$ cat config.mk
export PLATFORM = sky130hd
export DESIGN_NAME = usensor_array_flat
export DESIGN_NICKNAME = d
export VERILOG_FILES = /design/src/rtl/usensor_array_if.sv /design/src/rtl/usensor_array.sv /design/src/flat_wrapper.sv
export SDC_FILE = /design/constraint.sdc
export NUM_CORES = 1
export LEC_CHECK = 0
export CORE_AREA = 2 2 151 153
export CTS_CLUSTER_DIAMETER = 150
export DETAILED_ROUTE_END_ITERATION = 12
export DIE_AREA = 0 0 153 155
export PLACE_DENSITY = 0.51
export RECOVER_POWER = 25
export SYNTH_ARGS = -nofsm -noshare
export SYNTH_HDL_FRONTEND = slang
export SYNTH_SLANG_ARGS = --single-unit
$ cat constraint.sdc
create_clock -name clock -period 3.2 [get_ports clock]
set_input_delay 0.96 -clock clock [delete_from_list [all_inputs] [get_ports clock]]
set_output_delay 0.96 -clock clock [all_outputs]
set_load 0.005 [all_outputs]
$ cat src/rtl/usensor_array_if.sv
`default_nettype none
// ============================================================================
//  Module   : usensor_array_if
//  Purpose  : Bundles the control, echo/trigger and result signals of the
//             multi-channel ultrasonic ranger.
//  Ports    : enable, single, start, echo[CHANNELS]       (towards ranger)
//             trig[CHANNELS], distance[CHANNELS*DIST_W],
//             valid, valid_ch, timeout[CHANNELS], busy     (from ranger)
//  Modports : slave  - the ranger controller
//             master - the system / game logic driving it
//  Revision : 1.0  initial release
// ============================================================================
interface usensor_array_if #(
  parameter int CHANNELS = 4,
  parameter int DIST_W   = 9
);
  localparam int CH_W = (CHANNELS > 1) ? $clog2(CHANNELS) : 1;

  logic                       enable;
  logic                       single;
  logic                       start;
  logic [CHANNELS-1:0]        echo;
  logic [CHANNELS-1:0]        trig;
  logic [CHANNELS*DIST_W-1:0] distance;
  logic                       valid;
  logic [CH_W-1:0]            valid_ch;
  logic [CHANNELS-1:0]        timeout;
  logic                       busy;

  modport slave (
    input  enable, single, start, echo,
    output trig, distance, valid, valid_ch, timeout, busy
  );

  modport master (
    output enable, single, start, echo,
    input  trig, distance, valid, valid_ch, timeout, busy
  );
endinterface
`default_nettype wire

$ cat src/rtl/usensor_array.sv
`default_nettype none
// ============================================================================
//  Module   : usensor_array
//  Purpose  : Round-robin multi-channel ultrasonic ranger. Each slot triggers
//             one sensor, times its echo with a prescaled counter, converts
//             the width to saturated centimetres and applies timeouts.
//  Ports    : clock   - system clock
//             resetn  - asynchronous active-low reset
//             bus     - usensor_array_if.slave (control, echo, trig, results)
//  Revision : 1.0  initial release
// ============================================================================
module usensor_array #(
  parameter int CHANNELS       = 4,
  parameter int DIST_W         = 9,
  parameter int TRIG_CYCLES    = 500,
  parameter int CYCLES_PER_CM  = 2900,
  parameter int TIMEOUT_CYCLES = 1250000,
  parameter int PERIOD_CYCLES  = 3000000
) (
  input  wire logic        clock,
  input  wire logic        resetn,
  usensor_array_if.slave   bus
);

  localparam int CH_W   = (CHANNELS > 1) ? $clog2(CHANNELS) : 1;
  localparam int SLOT_W = $clog2(PERIOD_CYCLES);
  localparam int TO_W   = $clog2(TIMEOUT_CYCLES + 1);
  localparam int PRE_W  = (CYCLES_PER_CM > 1) ? $clog2(CYCLES_PER_CM) : 1;

  localparam logic [DIST_W-1:0] DIST_MAX    = '1;
  localparam logic [SLOT_W-1:0] TRIG_LAST   = SLOT_W'(TRIG_CYCLES - 1);
  localparam logic [SLOT_W-1:0] PERIOD_LAST = SLOT_W'(PERIOD_CYCLES - 1);
  localparam logic [TO_W-1:0]   TO_LAST     = TO_W'(TIMEOUT_CYCLES - 1);
  localparam logic [PRE_W-1:0]  PRE_LAST    = PRE_W'(CYCLES_PER_CM - 1);
  localparam logic [CH_W-1:0]   CH_LAST     = CH_W'(CHANNELS - 1);

  localparam logic [2:0] S_IDLE    = 3'd0;
  localparam logic [2:0] S_TRIG    = 3'd1;
  localparam logic [2:0] S_WAIT    = 3'd2;
  localparam logic [2:0] S_MEASURE = 3'd3;
  localparam logic [2:0] S_HOLDOFF = 3'd4;

  logic [2:0]                 state_q,    state_d;
  logic [CH_W-1:0]            ch_q,       ch_d;
  logic [SLOT_W-1:0]          slot_cnt_q, slot_cnt_d;
  logic [TO_W-1:0]            wait_cnt_q, wait_cnt_d;
  logic [TO_W-1:0]            n_q,        n_d;
  logic [PRE_W-1:0]           pre_q,      pre_d;
  logic [DIST_W-1:0]          cm_q,       cm_d;
  logic [CHANNELS*DIST_W-1:0] distance_q, distance_d;
  logic [CHANNELS-1:0]        timeout_q,  timeout_d;
  logic                       valid_q,    valid_d;
  logic [CH_W-1:0]            valid_ch_q, valid_ch_d;

  // Two-flop synchroniser plus one extra stage for edge detection.
  logic [CHANNELS-1:0]        echo_meta_q;
  logic [CHANNELS-1:0]        echo_s_q;
  logic [CHANNELS-1:0]        echo_prev_q;

  logic                       echo_cur;
  logic                       echo_rise;
  logic                       wr_en;
  logic [DIST_W-1:0]          wr_dist;
  logic                       wr_to;
  logic [CHANNELS-1:0]        trig_w;

  always_ff @(posedge clock or negedge resetn) begin
    if (!resetn) begin
      echo_meta_q <= '0;
      echo_s_q    <= '0;
      echo_prev_q <= '0;
    end else begin
      echo_meta_q <= bus.echo;
      echo_s_q    <= echo_meta_q;
      echo_prev_q <= echo_s_q;
    end
  end

  assign echo_cur  = echo_s_q[ch_q];
  assign echo_rise = echo_s_q[ch_q] & ~echo_prev_q[ch_q];

  always_comb begin
    state_d    = state_q;
    ch_d       = ch_q;
    slot_cnt_d = (state_q == S_IDLE) ? '0 : slot_cnt_q + 1'b1;
    wait_cnt_d = wait_cnt_q;
    n_d        = n_q;
    pre_d      = pre_q;
    cm_d       = cm_q;
    distance_d = distance_q;
    timeout_d  = timeout_q;
    valid_d    = 1'b0;
    valid_ch_d = valid_ch_q;
    wr_en      = 1'b0;
    wr_dist    = DIST_MAX;
    wr_to      = 1'b1;

    case (state_q)
      S_IDLE: begin
        if (bus.enable && (!bus.single || bus.start)) begin
          state_d    = S_TRIG;
          slot_cnt_d = '0;
        end
      end

      S_TRIG: begin
        if (slot_cnt_q == TRIG_LAST) begin
          state_d    = S_WAIT;
          wait_cnt_d = '0;
        end
      end

      S_WAIT: begin
        if (echo_rise) begin
          // The rising cycle itself is the first echo-high cycle, so the
          // counters start as if one cycle has already been counted; this
          // keeps the result equal to floor(N / CYCLES_PER_CM).
          state_d = S_MEASURE;
          n_d     = TO_W'(1);
          pre_d   = (CYCLES_PER_CM == 1) ? '0 : PRE_W'(1);
          cm_d    = (CYCLES_PER_CM == 1) ? DIST_W'(1) : '0;
        end else if (wait_cnt_q == TO_LAST) begin
          wr_en   = 1'b1;
          state_d = S_HOLDOFF;
        end else begin
          wait_cnt_d = wait_cnt_q + 1'b1;
        end
      end

      S_MEASURE: begin
        if (!echo_cur) begin
          wr_en   = 1'b1;
          wr_dist = cm_q;
          wr_to   = 1'b0;
          state_d = S_HOLDOFF;
        end else if (n_q == TO_LAST) begin
          // This cycle would be echo-high cycle number TIMEOUT_CYCLES.
          wr_en   = 1'b1;
          state_d = S_HOLDOFF;
        end else begin
          n_d = n_q + 1'b1;
          if (pre_q == PRE_LAST) begin
            pre_d = '0;
            if (cm_q != DIST_MAX) begin
              cm_d = cm_q + 1'b1;
            end
          end else begin
            pre_d = pre_q + 1'b1;
          end
        end
      end

      S_HOLDOFF: begin
        if (slot_cnt_q == PERIOD_LAST) begin
          ch_d       = (ch_q == CH_LAST) ? '0 : ch_q + 1'b1;
          slot_cnt_d = '0;
          if (!bus.single && bus.enable) begin
            state_d = S_TRIG;
          end else begin
            state_d = S_IDLE;
          end
        end
      end

      default: begin
        state_d = S_IDLE;
      end
    endcase

    if (wr_en) begin
      distance_d[int'(ch_q)*DIST_W +: DIST_W] = wr_dist;
      timeout_d[ch_q]                        = wr_to;
      valid_d                                = 1'b1;
      valid_ch_d                             = ch_q;
    end
  end

  always_ff @(posedge clock or negedge resetn) begin
    if (!resetn) begin
      state_q    <= S_IDLE;
      ch_q       <= '0;
      slot_cnt_q <= '0;
      wait_cnt_q <= '0;
      n_q        <= '0;
      pre_q      <= '0;
      cm_q       <= '0;
      distance_q <= '0;
      timeout_q  <= '0;
      valid_q    <= 1'b0;
      valid_ch_q <= '0;
    end else begin
      state_q    <= state_d;
      ch_q       <= ch_d;
      slot_cnt_q <= slot_cnt_d;
      wait_cnt_q <= wait_cnt_d;
      n_q        <= n_d;
      pre_q      <= pre_d;
      cm_q       <= cm_d;
      distance_q <= distance_d;
      timeout_q  <= timeout_d;
      valid_q    <= valid_d;
      valid_ch_q <= valid_ch_d;
    end
  end

  // Trigger decoded straight from the state register so that an
  // asynchronous reset removes it without waiting for a clock.
  always_comb begin
    trig_w = '0;
    if (state_q == S_TRIG) begin
      trig_w[ch_q] = 1'b1;
    end
  end

  assign bus.trig     = trig_w;
  assign bus.distance = distance_q;
  assign bus.valid    = valid_q;
  assign bus.valid_ch = valid_ch_q;
  assign bus.timeout  = timeout_q;
  assign bus.busy     = (state_q != S_IDLE);

endmodule
`default_nettype wire

$ cat src/flat_wrapper.sv
// flat-port wrapper written by rule: the top's interface ports become plain ports
module usensor_array_flat 
#(
  parameter int CHANNELS       = 4,
  parameter int DIST_W         = 9,
  parameter int TRIG_CYCLES    = 500,
  parameter int CYCLES_PER_CM  = 2900,
  parameter int TIMEOUT_CYCLES = 1250000,
  parameter int PERIOD_CYCLES  = 3000000
)
  (clock, resetn, bus_enable, bus_single, bus_start, bus_echo, bus_trig, bus_distance, bus_valid, bus_valid_ch, bus_timeout, bus_busy);
  usensor_array_if #(.CHANNELS(CHANNELS), .DIST_W(DIST_W)) bus_i ();
  input  wire logic clock;
  input  wire logic resetn;
  input wire logic [$bits(bus_i.enable)-1:0] bus_enable;
  input wire logic [$bits(bus_i.single)-1:0] bus_single;
  input wire logic [$bits(bus_i.start)-1:0] bus_start;
  input wire logic [$bits(bus_i.echo)-1:0] bus_echo;
  output wire logic [$bits(bus_i.trig)-1:0] bus_trig;
  output wire logic [$bits(bus_i.distance)-1:0] bus_distance;
  output wire logic [$bits(bus_i.valid)-1:0] bus_valid;
  output wire logic [$bits(bus_i.valid_ch)-1:0] bus_valid_ch;
  output wire logic [$bits(bus_i.timeout)-1:0] bus_timeout;
  output wire logic [$bits(bus_i.busy)-1:0] bus_busy;
  assign bus_i.enable = bus_enable;
  assign bus_i.single = bus_single;
  assign bus_i.start = bus_start;
  assign bus_i.echo = bus_echo;
  assign bus_trig = bus_i.trig;
  assign bus_distance = bus_i.distance;
  assign bus_valid = bus_i.valid;
  assign bus_valid_ch = bus_i.valid_ch;
  assign bus_timeout = bus_i.timeout;
  assign bus_busy = bus_i.busy;
  usensor_array #(.CHANNELS(CHANNELS), .DIST_W(DIST_W), .TRIG_CYCLES(TRIG_CYCLES), .CYCLES_PER_CM(CYCLES_PER_CM), .TIMEOUT_CYCLES(TIMEOUT_CYCLES), .PERIOD_CYCLES(PERIOD_CYCLES)) u_core (.clock(clock), .resetn(resetn), .bus(bus_i));
endmodule
# Word level (Yosys, flattened, before mapping)
# Index checks and enable logic that the tools add are counted.
# Widths: inputs -> output; s select.
# op_classes
shifts	2
mul	1
add_sub_neg	7
eq_ne	23
mux	52
bitwise_logic	2
n_reduce_logical	14
magnitude_cmp	2
# op_table
cell	n
$mux 21	6
$pmux 21 s2	2
$mux 22	3
$mux 9	7
$mux 12	4
$pmux 22 s2	1
$add 21x1->21 const B	2
$eq 21x21->1 const B	2
$bwmux 36	1
$shift 9x33->36 const A	1
$shiftx 9x33->36	1
$neg 32->33	1
$pmux 12 s2	1
$add 22x1->22 const B	1
$eq 22x22->1 const B	1
$eq 22x9->1 const B	1
$mux 3	7
$pmux 9 s2	1
$pmux 3 s5	1
$add 12x1->12 const B	1
$eq 12x12->1 const B	1
$ne 2x1->1 const B	6
$mux 1	11
$add 9x1->9 const B	1
other kinds (30)	39
# word_totals
output_inout_bits	48
ff_bits	145
input_bits	9
word_cells	117

# Logic depth before layout (Yosys ltp)
# depth
ltp_word	7
depth_mapped	9
depth_no_buf	8

# Worst setup path before layout
# No wires, ideal clock.
# synth_timing
path_type	register to register
start	register u_core.n_q[11]
end	register u_core.distance_q[0], in the netlist u_core.bus.distance[0]
setup_slack_ns	0.839
synth_period_minus_slack_ns	2.361
t_arrival_ns	2.236
path_stages_with_launch	6
cell_sequence	dfrtp_1 or4b_1 nor4_4 a41oi_4 a21boi_4 mux2_2
# synth_between
elab_chain_cells	4
# synth_rtl
item	line_no	source
start: declaration	usensor_array.sv:47	logic [TO_W-1:0] n_q, n_d;
start signal: assignment	usensor_array.sv:196	n_q <= n_d;
$eq 21x21->1	usensor_array.sv:136	end else if (n_q == TO_LAST) begin
$mux 1	usensor_array.sv:136	
$mux 1	usensor_array.sv:131	if (!echo_cur) begin
$pmux 1 s2	usensor_array.sv:98	case (state_q)
end signal: assignment	usensor_array.sv:199	distance_q <= distance_d;
end: declaration	usensor_array.sv:50	logic [CHANNELS*DIST_W-1:0] distance_q, distance_d;
# No other way between the ends.
# A chain may end at the register's enable or synchronous reset.

# Final worst setup path
# layout_timing
start	register u_core.state_q[0]
end	output port bus_trig[1]
# layout_between
elab_chain_cells	2
# layout_rtl
item	line_no	source
start: declaration	usensor_array.sv:43	logic [2:0] state_q, state_d;
start signal: assignment	usensor_array.sv:192	state_q <= state_d;
$eq 3x1->1	usensor_array.sv:210	if (state_q == S_TRIG) begin
$mux 4	usensor_array.sv:210	
end: declaration	flat_wrapper.sv:19	output wire logic [$bits(bus_i.trig)-1:0] bus_trig;
# No other way between the ends.

==> impl_metrics.ini <==
[cells_and_area]
antenna_cells = 0
drive_above_1_share_pct = 14.5
nets = 835
layout_common_cells = 144 x dfrtp_1, 92 x nor2_1, 61 x nand2_1, 51 x clkdlybuf4s50_1, 40 x mux2_2
finalNonFillerCells = 1110
layout_commonest_cell = dfrtp_1
area_delta_synth_final_pct = 20.7

[yosys]
ys_async_sr_fraction_pct = 100
synth_ff_type = dfrtp_1
syn_nets = 773
synth_top_area_share_pct = 47.8
ys_seq_area_share_pct = 47.8
syn_area_um2 = 7600
synth.avg_cell_area_um2 = 10.1
yosys-top-cells-area = dfrtp_1 48%, mux2_2 5.9%, nor2_1 4.5%
yosys_warnings = 0
synth.ff_latch_count = 145
yosys.cell_types.count = 68
synth_edf_count = 0
yosysTopAreaCell = dfrtp_1
netlist_instances = 750

[drt]
vias = 6163
drc = 0
drt_iter0_markers = 277
wl_per_cell_um = 17.7
ant_nets = 0
drtPass1Iterations = 4
routed_wl_um = 19700
vias_per_cell = 5.55

[timing]
period_share_pct = 96.2
slew_viol_final = 40
setup_tns_ns = 0
fmax_mhz = 325
timing.final.ws_setup_ns = 0.123
skew_ns = 0.0145
slew_headroom_pct = -35.3
rsz0062_at_grt = false
min_period_ns = 3.08
finalSetupViolCount = 0
max_slew.worst_pin.slew_ns = 2.03
hold_violations = 0

[worst_setup_path]
crit_type = register to output pin
cp.arrival_ns = 2.12
cp_max_fo = 9
crit_path_top_delay_cell = clkdlybuf4s50_1
path_cells = nor3b_2 > buf_4 > and2_1 > clkdlybuf4s50_1
max_stage_delay_ns = 0.52
start_kind = register
required_ns = 2.24
crit_path_end_kind = output pin

[floorplanning]
die_y_um = 155
fp.dieW_um = 153
initial_core_util_pct = 34.2
core-area_um2 = 22200
design.portCount = 57
rows = 55
fp.dieArea_um2 = 23700

[placement]
placedCellCount = 1078
dp_hpwl_um = 13500
gp_congestion = 0.792
place_ws_ns = 0.316
portBuffers = 56

[worst_hold_path]
hold_class = register to register

[clocking]
postCtsSetupRepairBufs = 0
clock_path_buffers = 2
hold_buffers = 0
clk_latency_ns = 0.43
htree_levels = 4
cts-root-buf = clkbuf_16
cts_resized = 0
cts_buffers = 17
cts.sinks = 145
cts_tree = yes
clkTransAtPathRegs_ns = 0.06

[global_route]
antenna_found_initial = 0
grt_overflow = 0
grt.total_usage_pct = 17.0
grt_max_degree = 76
grt_pass1_wl_um = 32600
grt_pass1_vias = 6209

[run]
drv_cap = 1

[status]
status = complete, but fails checks
violations = capacitance limit, slew limit

[power_and_ir_drop]
ir_drop_mv = 0.351
cellLeakagePower_nw = 3.88
power-per-cell-area_nw_per_um2 = 596
-- synth_stat cells, types with 3 or more instances --
master    instances
xnor2_1          16
o21ai_0          22
and3_1           12
nor2b_1           4
inv_1            19
o311ai_0          7
nand3_1          39
a2111o_1          6
and2_1           10
dfrtp_1         145
nor3_1           20
or2_2             5
buf_4             4
or4_1            17
a21boi_4          4
nand4_1          15
nor4_1            9
nand2_1          61
a31oi_1           5
or4bb_1           3
and4_1            7
ha_1             14
buf_2            11
buf_1             5
o41ai_1          17
a21oi_1          17
a22o_1            6
mux2i_1           9
or4b_2            4
nand4b_1          4
a22oi_1           4
or3_1             6
mux2_2           40
o211ai_1         16
nand2b_1          7
clkbuf_1         15
nor2_1           92
xor2_1            4
mux2_1            3
o31ai_1           9
nor4bb_1          3
-- cells by family (layout without fill, tap and decap cells) --
kind of cell | count (synthesis) | after routing | synth area share, %
multiplexers | 53 | 53 | 7.86
buffers and inverters | 55 | 130 | 3.20
AND/OR/NAND/NOR | 335 | 335 | 23.4
flip-flops | 145 | 145 | 47.8
XOR/XNOR | 20 | 20 | 2.31
AO/OA/AOI/OAI | 128 | 128 | 13.2
adder cells (fa/ha/maj) | 14 | 14 | 2.31
-- where the power goes --
part / internal [mW] / leakage (nW) / switching (mW) / total (mW)
combinational: 0.490 / 1.67 / 0.771 / 1.26
clock: 1.21 / 0.290 / 0.838 / 2.05
sequential: 1.98 / 1.93 / 0.173 / 2.15
-- path summary, 6_finish.rpt --
path	startpoint	endpoint	slack, ns	cells after the start
worst max-delay path	u_core.state_q[0]$_DFFE_PN0P_	bus_trig[1]	0.12	4
worst min-delay path	u_core.echo_meta_q[1]$_DFF_PN0_	u_core.echo_s_q[1]$_DFF_PN0_	0.35	0
worst max register to register	u_core.wait_cnt_q[19]$_DFFE_PN0P_	u_core.bus.distance[35]$_DFFE_PN0P_	0.38	5
worst min register to register	u_core.echo_meta_q[1]$_DFF_PN0_	u_core.echo_s_q[1]$_DFF_PN0_	0.35	0
max in group asynchronous	resetn	u_core.echo_meta_q[1]$_DFF_PN0_	0.57	2
min in group asynchronous	resetn	u_core.wait_cnt_q[12]$_DFFE_PN0P_	1.29	1
-- routing by layer --
layer | global-route usage [%] | part of all wire (%) | vias to the layer above
met5 | 0 | 0 | -
met4 | 5.91 | 1.5 | 0
met3 | 3.57 | 3.0 | 21
met2 | 27.9 | 49 | 116
met1 | 22.4 | 47 | 3118
li1 | - | - | 2908
-- through the flow --
stage	utilization [%]	hold slack (ns)	total power [mW]	cell area, µm²
4_1_cts	41.2	0.350	5.51	9160
2_1_floorplan	-	0.331	2.91	7600
6_report	41.2	0.348	5.46	9170
5_1_grt	41.2	0.366	5.76	9170
3_3_place_gp	38.5	0.337	3.40	8550
3_5_place_dp	38.5	0.335	3.44	8550
-- critical path, delay by kind of cell, from the launching register on --
family                 cells  cell delay (ns)
DFF                        1             0.51
and+or+nand+nor            2             0.49
buffers and inverters      2             0.71
-- cell type report --
class,instances,area [µm²]
Clock buffer,20,457
Clock inverter,12,148
Fill cell,2142,13100
Inverter,19,75.1
Multi-Input combinational cell,550,3740
Sequential cell,145,3630
Tap cell,285,357
Timing Repair Buffer,79,758
-- sequential cells by signal, summed over array words and instances (netlist names), 2 cells and up --
register / cells
u_core.bus.distance: 36
u_core.ch_q: 2
u_core.cm_q: 9
u_core.state_q: 3
u_core.echo_meta_q: 4
u_core.echo_s_q: 4
u_core.pre_q: 12
u_core.slot_cnt_q: 22
u_core.bus.timeout: 4
u_core.bus.valid_ch: 2
u_core.wait_cnt_q: 21
u_core.echo_prev_q: 4
u_core.n_q: 21
Note: power is estimated with default switching activity, not from simulation.
